## config.mk

```make
export PLATFORM = sky130hd
export DESIGN_NAME = seven_seg_scanner
export DESIGN_NICKNAME = d
export VERILOG_FILES = /design/src/rtl/seg_pkg.sv /design/src/rtl/seg_slot_timer.sv /design/src/rtl/seven_seg_scanner.sv
export SDC_FILE = /design/constraint.sdc
export NUM_CORES = 1
export LEC_CHECK = 0
export BUFFER_PORTS_ARGS = -buffer_cell sky130_fd_sc_hd__buf_2
export CAP_MARGIN = 20
export CORE_UTILIZATION = 50
export DETAILED_ROUTE_END_ITERATION = 12
export GPL_TIMING_DRIVEN = 0
export PLACE_DENSITY = 0.72
export REMOVE_ABC_BUFFERS = 1
export SYNTH_ARGS = -nofsm -noshare
export SYNTH_HDL_FRONTEND = slang
export SYNTH_SLANG_ARGS = --single-unit
```

## constraint.sdc

```tcl
create_clock -name i_clk -period 3.6 [get_ports i_clk]
set_clock_uncertainty 0.15 [all_clocks]
set_input_delay 0.36 -clock i_clk [delete_from_list [all_inputs] [get_ports i_clk]]
set_output_delay 0.36 -clock i_clk [all_outputs]
set_load 0.05 [all_outputs]
```

## src/rtl/seg_pkg.sv

```systemverilog
// Shared definitions for the seven-segment scanner: slot states, anode polarity, width helper.
// Latency: n/a (package only).
// Backpressure: n/a.
package seg_pkg;

    // Slot phase: GUARD keeps every anode off, DRIVE lights the current digit.
    typedef enum logic {
        GUARD = 1'b0,
        DRIVE = 1'b1
    } seg_state_e;

    // Common-anode display: a high level switches a digit off.
    localparam logic ANODE_OFF = 1'b1;

    // Ceiling log2, used to size counters and indices (returns 0 for value <= 1).
    function automatic int clog2(input int value);
        int r;
        r = 0;
        for (int i = 0; i < 31; i++) begin
            if ((1 << i) < value) begin
                r = i + 1;
            end
        end
        return r;
    endfunction

endpackage

```

## src/rtl/seg_slot_timer.sv

```systemverilog
// Digit-slot counter running 0..REFRESH_DIV-1; flags describe the count the next edge loads.
// Latency: flags are combinational from the counter register.
// Backpressure: none, free-running.
module seg_slot_timer
    import seg_pkg::*;
#(
    parameter int REFRESH_DIV  = 100000,
    parameter int GUARD_CYCLES = 1000
) (
    input  logic i_clk,
    input  logic i_rst,
    output logic o_slot_start,   // next count is 0 (first cycle of a slot)
    output logic o_guard,        // next count lies in the guard interval
    output logic o_slot_last     // current count is the last one of the slot
);

    localparam int CW = (clog2(REFRESH_DIV) < 1) ? 1 : clog2(REFRESH_DIV);

    logic [CW-1:0] cnt_q;
    logic [CW-1:0] cnt_d;

    // Next count: wrap to 0 after the last count of a slot.
    always_comb begin
        o_slot_last = (cnt_q == CW'(REFRESH_DIV - 1));
        cnt_d       = o_slot_last ? '0 : cnt_q + CW'(1);
    end

    // Look-ahead flags let the parent register its outputs in step with the counter.
    always_comb begin
        o_slot_start = (cnt_d == '0);
        o_guard      = (cnt_d < CW'(GUARD_CYCLES));
    end

    // Counter register.
    always_ff @(posedge i_clk) begin
        if (i_rst) begin
            cnt_q <= '0;
        end else begin
            cnt_q <= cnt_d;
        end
    end

endmodule

```

## src/rtl/seven_seg_scanner.sv

```systemverilog
// Time-multiplexes an N-digit hex value onto a common-anode display, tear-free and with guard gaps.
// Latency: outputs registered; a load is shown from the next frame boundary onward.
// Backpressure: none; loads within one frame overwrite each other, the last one wins.
module seven_seg_scanner
    import seg_pkg::*;
#(
    parameter int N_DIGITS     = 4,
    parameter int REFRESH_DIV  = 100000,
    parameter int GUARD_CYCLES = 1000
) (
    input  logic                  i_clk,
    input  logic                  i_rst,
    input  logic                  i_load,
    input  logic [4*N_DIGITS-1:0] i_value,
    input  logic                  i_blank_lz,
    output logic [3:0]            o_hex,
    output logic [N_DIGITS-1:0]   o_digit_en,
    output logic                  o_frame
);

    localparam int IW = (clog2(N_DIGITS) < 1) ? 1 : clog2(N_DIGITS);
    localparam int VW = 4 * N_DIGITS;

    logic                slot_start;
    logic                guard;
    logic                slot_last;
    logic                wrap;

    logic [IW-1:0]       idx_q,     idx_d;
    logic [VW-1:0]       shadow_q,  shadow_d;
    logic [VW-1:0]       active_q,  active_d;
    logic                pending_q, pending_d;
    logic [3:0]          hex_q,     hex_d;
    logic [N_DIGITS-1:0] en_q,      en_d;
    logic                frame_q,   frame_d;

    seg_state_e          state_d;
    logic [N_DIGITS-1:0] blank;
    logic                upper_nz;

    seg_slot_timer #(
        .REFRESH_DIV  (REFRESH_DIV),
        .GUARD_CYCLES (GUARD_CYCLES)
    ) u_timer (
        .i_clk        (i_clk),
        .i_rst        (i_rst),
        .o_slot_start (slot_start),
        .o_guard      (guard),
        .o_slot_last  (slot_last)
    );

    // Digit index advances at the end of each slot and wraps after the top digit.
    always_comb begin
        wrap  = slot_last && (idx_q == IW'(N_DIGITS - 1));
        idx_d = idx_q;
        if (slot_last) begin
            idx_d = wrap ? '0 : idx_q + IW'(1);
        end
    end

    // Double buffer: loads park in the shadow, active only changes at the frame wrap.
    always_comb begin
        shadow_d  = shadow_q;
        active_d  = active_q;
        pending_d = pending_q;
        if (i_load) begin
            shadow_d  = i_value;
            pending_d = 1'b1;
        end
        if (wrap) begin
            // A load on the wrap cycle bypasses the shadow so it is not delayed a frame.
            if (i_load) begin
                active_d = i_value;
            end else if (pending_q) begin
                active_d = shadow_q;
            end
            pending_d = 1'b0;
        end
    end

    // Leading-zero blanking: digit k>0 is dark when it and every digit above it are zero.
    always_comb begin
        blank    = '0;
        upper_nz = 1'b0;
        for (int k = N_DIGITS - 1; k >= 1; k--) begin
            upper_nz = upper_nz | (active_d[4*k +: 4] != 4'h0);
            blank[k] = i_blank_lz & ~upper_nz;
        end
    end

    // Output next-state: nibble latched at slot start, anode lit only in DRIVE.
    always_comb begin
        state_d = guard ? GUARD : DRIVE;
        hex_d   = hex_q;
        if (slot_start) begin
            hex_d = active_d[4*idx_d +: 4];
        end
        en_d = {N_DIGITS{ANODE_OFF}};
        if ((state_d == DRIVE) && !blank[idx_d]) begin
            en_d[idx_d] = ~ANODE_OFF;
        end
        frame_d = slot_start && (idx_d == '0);
    end

    // State and output registers.
    always_ff @(posedge i_clk) begin
        if (i_rst) begin
            idx_q     <= '0;
            shadow_q  <= '0;
            active_q  <= '0;
            pending_q <= 1'b0;
            hex_q     <= 4'h0;
            en_q      <= {N_DIGITS{ANODE_OFF}};
            frame_q   <= 1'b0;
        end else begin
            idx_q     <= idx_d;
            shadow_q  <= shadow_d;
            active_q  <= active_d;
            pending_q <= pending_d;
            hex_q     <= hex_d;
            en_q      <= en_d;
            frame_q   <= frame_d;
        end
    end

    assign o_hex      = hex_q;
    assign o_digit_en = en_q;
    assign o_frame    = frame_q;

endmodule

```

# Word-level counts from Yosys, hierarchy flattened

Index checks and enable logic that the tools add are counted.

Bits in registers: 61
Output and inout bits: 9

Order comparisons: 3
Add/sub/neg operators: 2
Mux-type cells: 11
Reduce and logical (&&, ||, !) cells: 12
Bitwise operators: 10
Shift operators: 1
Equality and inequality tests: 2

Operators by type and width:

| kind                                                              | count |
|---|---|
| 2-to-1 mux 16 bit                                                 | 3 |
| adder 17 x 1 -> 17 bit, second input constant                     | 1 |
| equality test 17 bit, second input constant                       | 1 |
| zero test 17 bit                                                  | 1 |
| less-than comparator 17 x 10 -> 1 bit, second input constant      | 1 |
| 2-to-1 mux 17 bit                                                 | 1 |
| variable part select 16 x 5 -> 4 bit                              | 1 |
| nonzero test 4 bit                                                | 3 |
| logical AND 1 bit                                                 | 4 |
| 2-to-1 mux 2 bit                                                  | 2 |
| inverter 1 bit                                                    | 4 |
| inverter 4 bit                                                    | 1 |
| OR reduction 2 bit                                                | 2 |
| AND 1 bit                                                         | 3 |
| less-than comparator 2 x 3 -> 1 bit, second input constant        | 1 |
| 2-to-1 mux 1 bit                                                  | 3 |
| adder 2 x 1 -> 2 bit, second input constant                       | 1 |
| binary-select mux 1 bit (select 2 bit)                            | 1 |
| demux 1 bit (select 2 bit)                                        | 1 |
| equality test 2 bit, second input constant                        | 1 |
| greater-or-equal comparator 2 x 1 -> 1 bit, second input constant | 1 |
| zero test 2 bit                                                   | 1 |
| OR 1 bit                                                          | 2 |
| zero test 1 bit                                                   | 1 |

# Depth between registers and ports, before layout

Depth in word-level cells: 14
Depth in mapped cells: 12
Mapped depth without buffers: 8

# Cells and area by module

Synthesis repeated with hierarchy kept, for this count alone.

Cell total of the unflattened synthesis: 338
Area total of the unflattened synthesis: 2940.3 µm²

By module, submodules not included:

| module            | cells an instance | times used | area an instance (µm²) |
|---|---|---|---|
| seven_seg_scanner | 206               | 1          | 1876.8 |
| seg_slot_timer    | 132               | 1          | 1063.5 |

# Worst setup path after synthesis

No wires, ideal clock.

Path kind: register -> register
Start: register u_timer.cnt_q[0]
End: register hex_q[3] (netlist: o_hex[3])
Cell stages (with the launch flop): 11
Clock period less this slack: 2.982 ns
Arrival: 2.753 ns
Slack: 0.618 ns
Path through: dfxtp_1 -> ha_1 -> clkbuf_1 -> nand4_1 -> nor4_2 -> buf_2 -> mux2i_1 -> nand2_4 -> or3_1 -> o221a_2 -> a211oi_2

Cells in the longest elaborated chain, start to end: 5
Elaborated cells on any way between the ends: 9
Those cells by class: add/sub (1); eq/ne (1); shift (1); mux (4); reduce/logical (2)

Ends and longest elaborated chain:

| element                                                        | line                     | RTL |
|---|---|---|
| from (decl)                                                    | seg_slot_timer.sv:19     | `logic [CW-1:0] cnt_q;` |
| from (signal assigned)                                         | seg_slot_timer.sv:39     | `cnt_q <= cnt_d;` |
| branches (longest 5 deep; another with adder 17 x 1 -> 17 bit) | n/a                      |  |
| to (signal assigned)                                           | seven_seg_scanner.sv:112 | `hex_q <= 4'h0;` |
| to (signal assigned)                                           | seven_seg_scanner.sv:120 | `hex_q <= hex_d;` |
| to (decl)                                                      | seven_seg_scanner.sv:33  | `logic [3:0] hex_q, hex_d;` |

Several ways; the timed one is not identified.
A chain may end at the register's enable or synchronous reset.

# Worst setup path after layout

Ends and elaborated chain as after synthesis.

==> flow_summary.json <==
{
  "core_area_um2": 6422,
  "layout_min_cycle_time_ps": 3376,
  "cts.sinks": 61,
  "reg2reg_from": "u_timer.cnt_q[0]$_SDFF_PP0_",
  "cts_root_buffer": "clkbuf_8",
  "min_path_type": "primary input to register",
  "maxCapViolations": 0,
  "fin_crit_sh": 0.9377,
  "gp_congestion": 0.9240,
  "synth_simple_gate_area_frac": 0.2854,
  "drt-total-wl_mm": 7.896,
  "post-route-util": 0.5854,
  "numCtsBuffers": 9,
  "synthAdderAreaFrac": 0.007452,
  "min_from": "i_value[10]",
  "holdWs_ps": 104.1,
  "area_growth_pct": 11.96,
  "grt_first_pass_wirelength_mm": 13.14,
  "ys_seq_area_frac": 0.3636,
  "synth_cells": 421,
  "worst_pin_slew_ps": 966.2,
  "critPathRequiredTime_ps": 3720,
  "power.leakage_nw": 1.410,
  "n_fill_cell": 580,
  "outcome": "finished, violations left",
  "ant_nets": 0,
  "fmax_mhz": 296.2,
  "synthMuxAreaShare": 0.06408,
  "hold_depth": 3,
  "synth_xor_area_frac": 0.04694,
  "dp_hpwl_mm": 5.315,
  "synth_compound_area_frac": 0.1770,
  "async_reset_ff_frac": 0,
  "cp-start-kind": "register",
  "synth_ff_type": "dfxtp_1",
  "p_per_area_nw_per_um2": 420.9,
  "drc": 5,
  "nets": 455,
  "setup_viol": 0,
  "hold_buffers": 0,
  "final_cells": 515,
  "ys_ff_latch": 61,
  "cts_tree": "done",
  "port_buffers": 28,
  "slew_headroom": 0.3550,
  "drive_gt1_frac": 0.1575,
  "track_usage": 0.2352,
  "ys_types": 60,
  "htreeDepth": 3,
  "ff2ff_path_depth": 9,
  "die_area_um2": 7048,
  "hold_end": "shadow_q[10]$_SDFFE_PP0P_",
  "final-hold-violation-count": 0,
  "cp.arrival_ps": 3500,
  "vias": 3097,
  "die_h_um": 83.96,
  "wl_per_cell_um": 15.33,
  "dp.cells": 497,
  "clk_latency_ps": 350,
  "path_class": "register to register",
  "synth_edf_count": 0,
  "rrSetupSlack_ps": 220,
  "rsz0062_at_grt": "false",
  "rows": 29,
  "firstDrtPassIters": 9,
  "yosysWarnings": 0,
  "insertedDiodeCount": 0,
  "initial_utilization": 0.5229,
  "gr-total-overflow": 0,
  "cp_max_fo": 18,
  "failed_checks": "design-rule violations",
  "power_mw": 1.583,
  "grt_max_degree": 47,
  "syn_avg_cell_area_um2": 7.977,
  "syn_area_um2": 3358,
  "antenna_found_initial": 0,
  "clk_path_buf_depth": 2,
  "r2r-end": "o_hex[3]$_SDFFE_PP0P_",
  "synth_top_family_by_area": "simple AND/OR/NAND/NOR gates",
  "drtIter0Drc": 195,
  "grt_pass1_vias": 2781,
  "die_width_um": 83.96,
  "peakVddDrop_v": 0.0002186,
  "cp-end-kind": "register",
  "viasPerCell": 6.014,
  "drv_slew": 0,
  "io-pin-count": 29,
  "cts.clk_slew.worst_paths_ps": 80
}
per-layer routing:
metal | vias to the layer above | GRT usage | part of all wire
li1 | 1542 | - | -
met3 | 16 | 0.04748 | 0.042
met4 | 0 | 0.1034 | 0.021
met1 | 1477 | 0.3012 | 0.47
met5 | - | 0 | 0
met2 | 62 | 0.3823 | 0.47
cell families (layout without fill, tap and decap cells):
| group | after synthesis | in the layout |
|---|---|---|
| AND/OR/NAND/NOR | 193 | 193 |
| AO/OA/AOI/OAI | 84 | 84 |
| flip-flops | 61 | 61 |
| buffers and inverters | 43 | 60 |
| multiplexers | 20 | 20 |
| XOR/XNOR | 18 | 18 |
| adder cells (fa/ha/maj) | 2 | 2 |
report_power, final:
part | total [mW] | internal (mW) | switching, mW
logic | 0.110 | 0.0441 | 0.0662
registers | 0.707 | 0.691 | 0.0166
clock network | 0.765 | 0.477 | 0.288
registers in the layout, summed over array words and instances, names as in the netlist:
name and cells:
idx_q 2, o_digit_en 4, o_hex 4, pending_q 1
active_q 16, o_frame 1, u_timer.cnt_q 17, shadow_q 16
synthesized netlist by cell type, drive strengths merged, types with 9 or more instances:
cell type   n  area (um2)
clkbuf     19       71.32
dfxtp      61        1221
xnor2      10       87.58
o21ai      18       90.09
nor4       10       68.81
nand2      20       82.58
inv        13       48.80
a21oi      11       55.05
nor2       86       322.8
buf        11       66.31
a41oi       9       78.83
nand3      11       55.05
mux2i      18       192.7
nor3       28       140.1
worst max-delay path, stage by stage, from the launching register on:
cell and delay (ps):
dfxtp_1 390, ha_1 340, nand4_1 440, nor4_4 340
buf_4 210, buf_8 170, mux2i_2 470, nand2_1 230
o221a_2 340, a211oi_2 210
final cells by class:
cell class	instances	area (um2)	share of cell area
Tap cell	77	96.34	0.02562
Clock buffer	10	137.6	0.03661
Timing Repair Buffer	31	170.2	0.04526
Clock inverter	6	110.1	0.02928
Multi-Input combinational cell	317	1976	0.5255
Inverter	13	48.80	0.01298
Sequential cell	61	1221	0.3248
worst max path at each step:
stage	start	end	slack, ps	cells after the start
2_1_floorplan	u_timer.cnt_q[0]$_SDFF_PP0_	o_hex[3]$_SDFFE_PP0P_	-360	8
3_3_place_gp	u_timer.cnt_q[0]$_SDFF_PP0_	o_hex[1]$_SDFFE_PP0P_	-1940	8
3_5_place_dp	u_timer.cnt_q[0]$_SDFF_PP0_	o_hex[1]$_SDFFE_PP0P_	-280	8
4_1_cts	u_timer.cnt_q[0]$_SDFF_PP0_	o_hex[3]$_SDFFE_PP0P_	110	9
5_1_grt	u_timer.cnt_q[3]$_SDFF_PP0_	o_hex[2]$_SDFFE_PP0P_	20	6
6_report	u_timer.cnt_q[0]$_SDFF_PP0_	o_hex[3]$_SDFFE_PP0P_	220	9
stage by stage:
stage	worst slack [ps]	TNS, ps	area, um2
2_1_floorplan	-356.7	-2416	3221
3_3_place_gp	-1942	-39210	3457
3_5_place_dp	-281.9	-1355	3481
4_1_cts	108.4	0	3744
5_1_grt	23.39	0	3760
6_report	224.3	0	3760
placed cells by master (no fill, tap or decap), types with 4 or more instances in the layout:
| master | instances |
|---|---|
| nor3b_1 | 5 |
| a21o_1 | 5 |
| a41oi_1 | 9 |
| o211ai_1 | 4 |
| nand4_1 | 4 |
| o21ai_0 | 16 |
| nor4_1 | 8 |
| dfxtp_1 | 61 |
| clkbuf_8 | 10 |
| buf_2 | 28 |
| nor2_1 | 86 |
| o22ai_1 | 6 |
| xnor2_1 | 10 |
| or2_2 | 5 |
| nand2_1 | 19 |
| nand3_1 | 10 |
| a21oi_1 | 11 |
| a211oi_1 | 4 |
| inv_1 | 13 |
| xor2_1 | 8 |
| nor3_1 | 28 |
| mux2i_1 | 16 |
repair_timing:
| action | 4_1_cts | 5_1_grt |
|---|---|---|
| pin swaps | 1 | 0 |
| endpoints found under the setup margin | 7 | 6 |
| setup buffers | 2 | 0 |
| resized for setup | 0 | 4 |
Note: power is estimated with default switching activity, not from simulation.
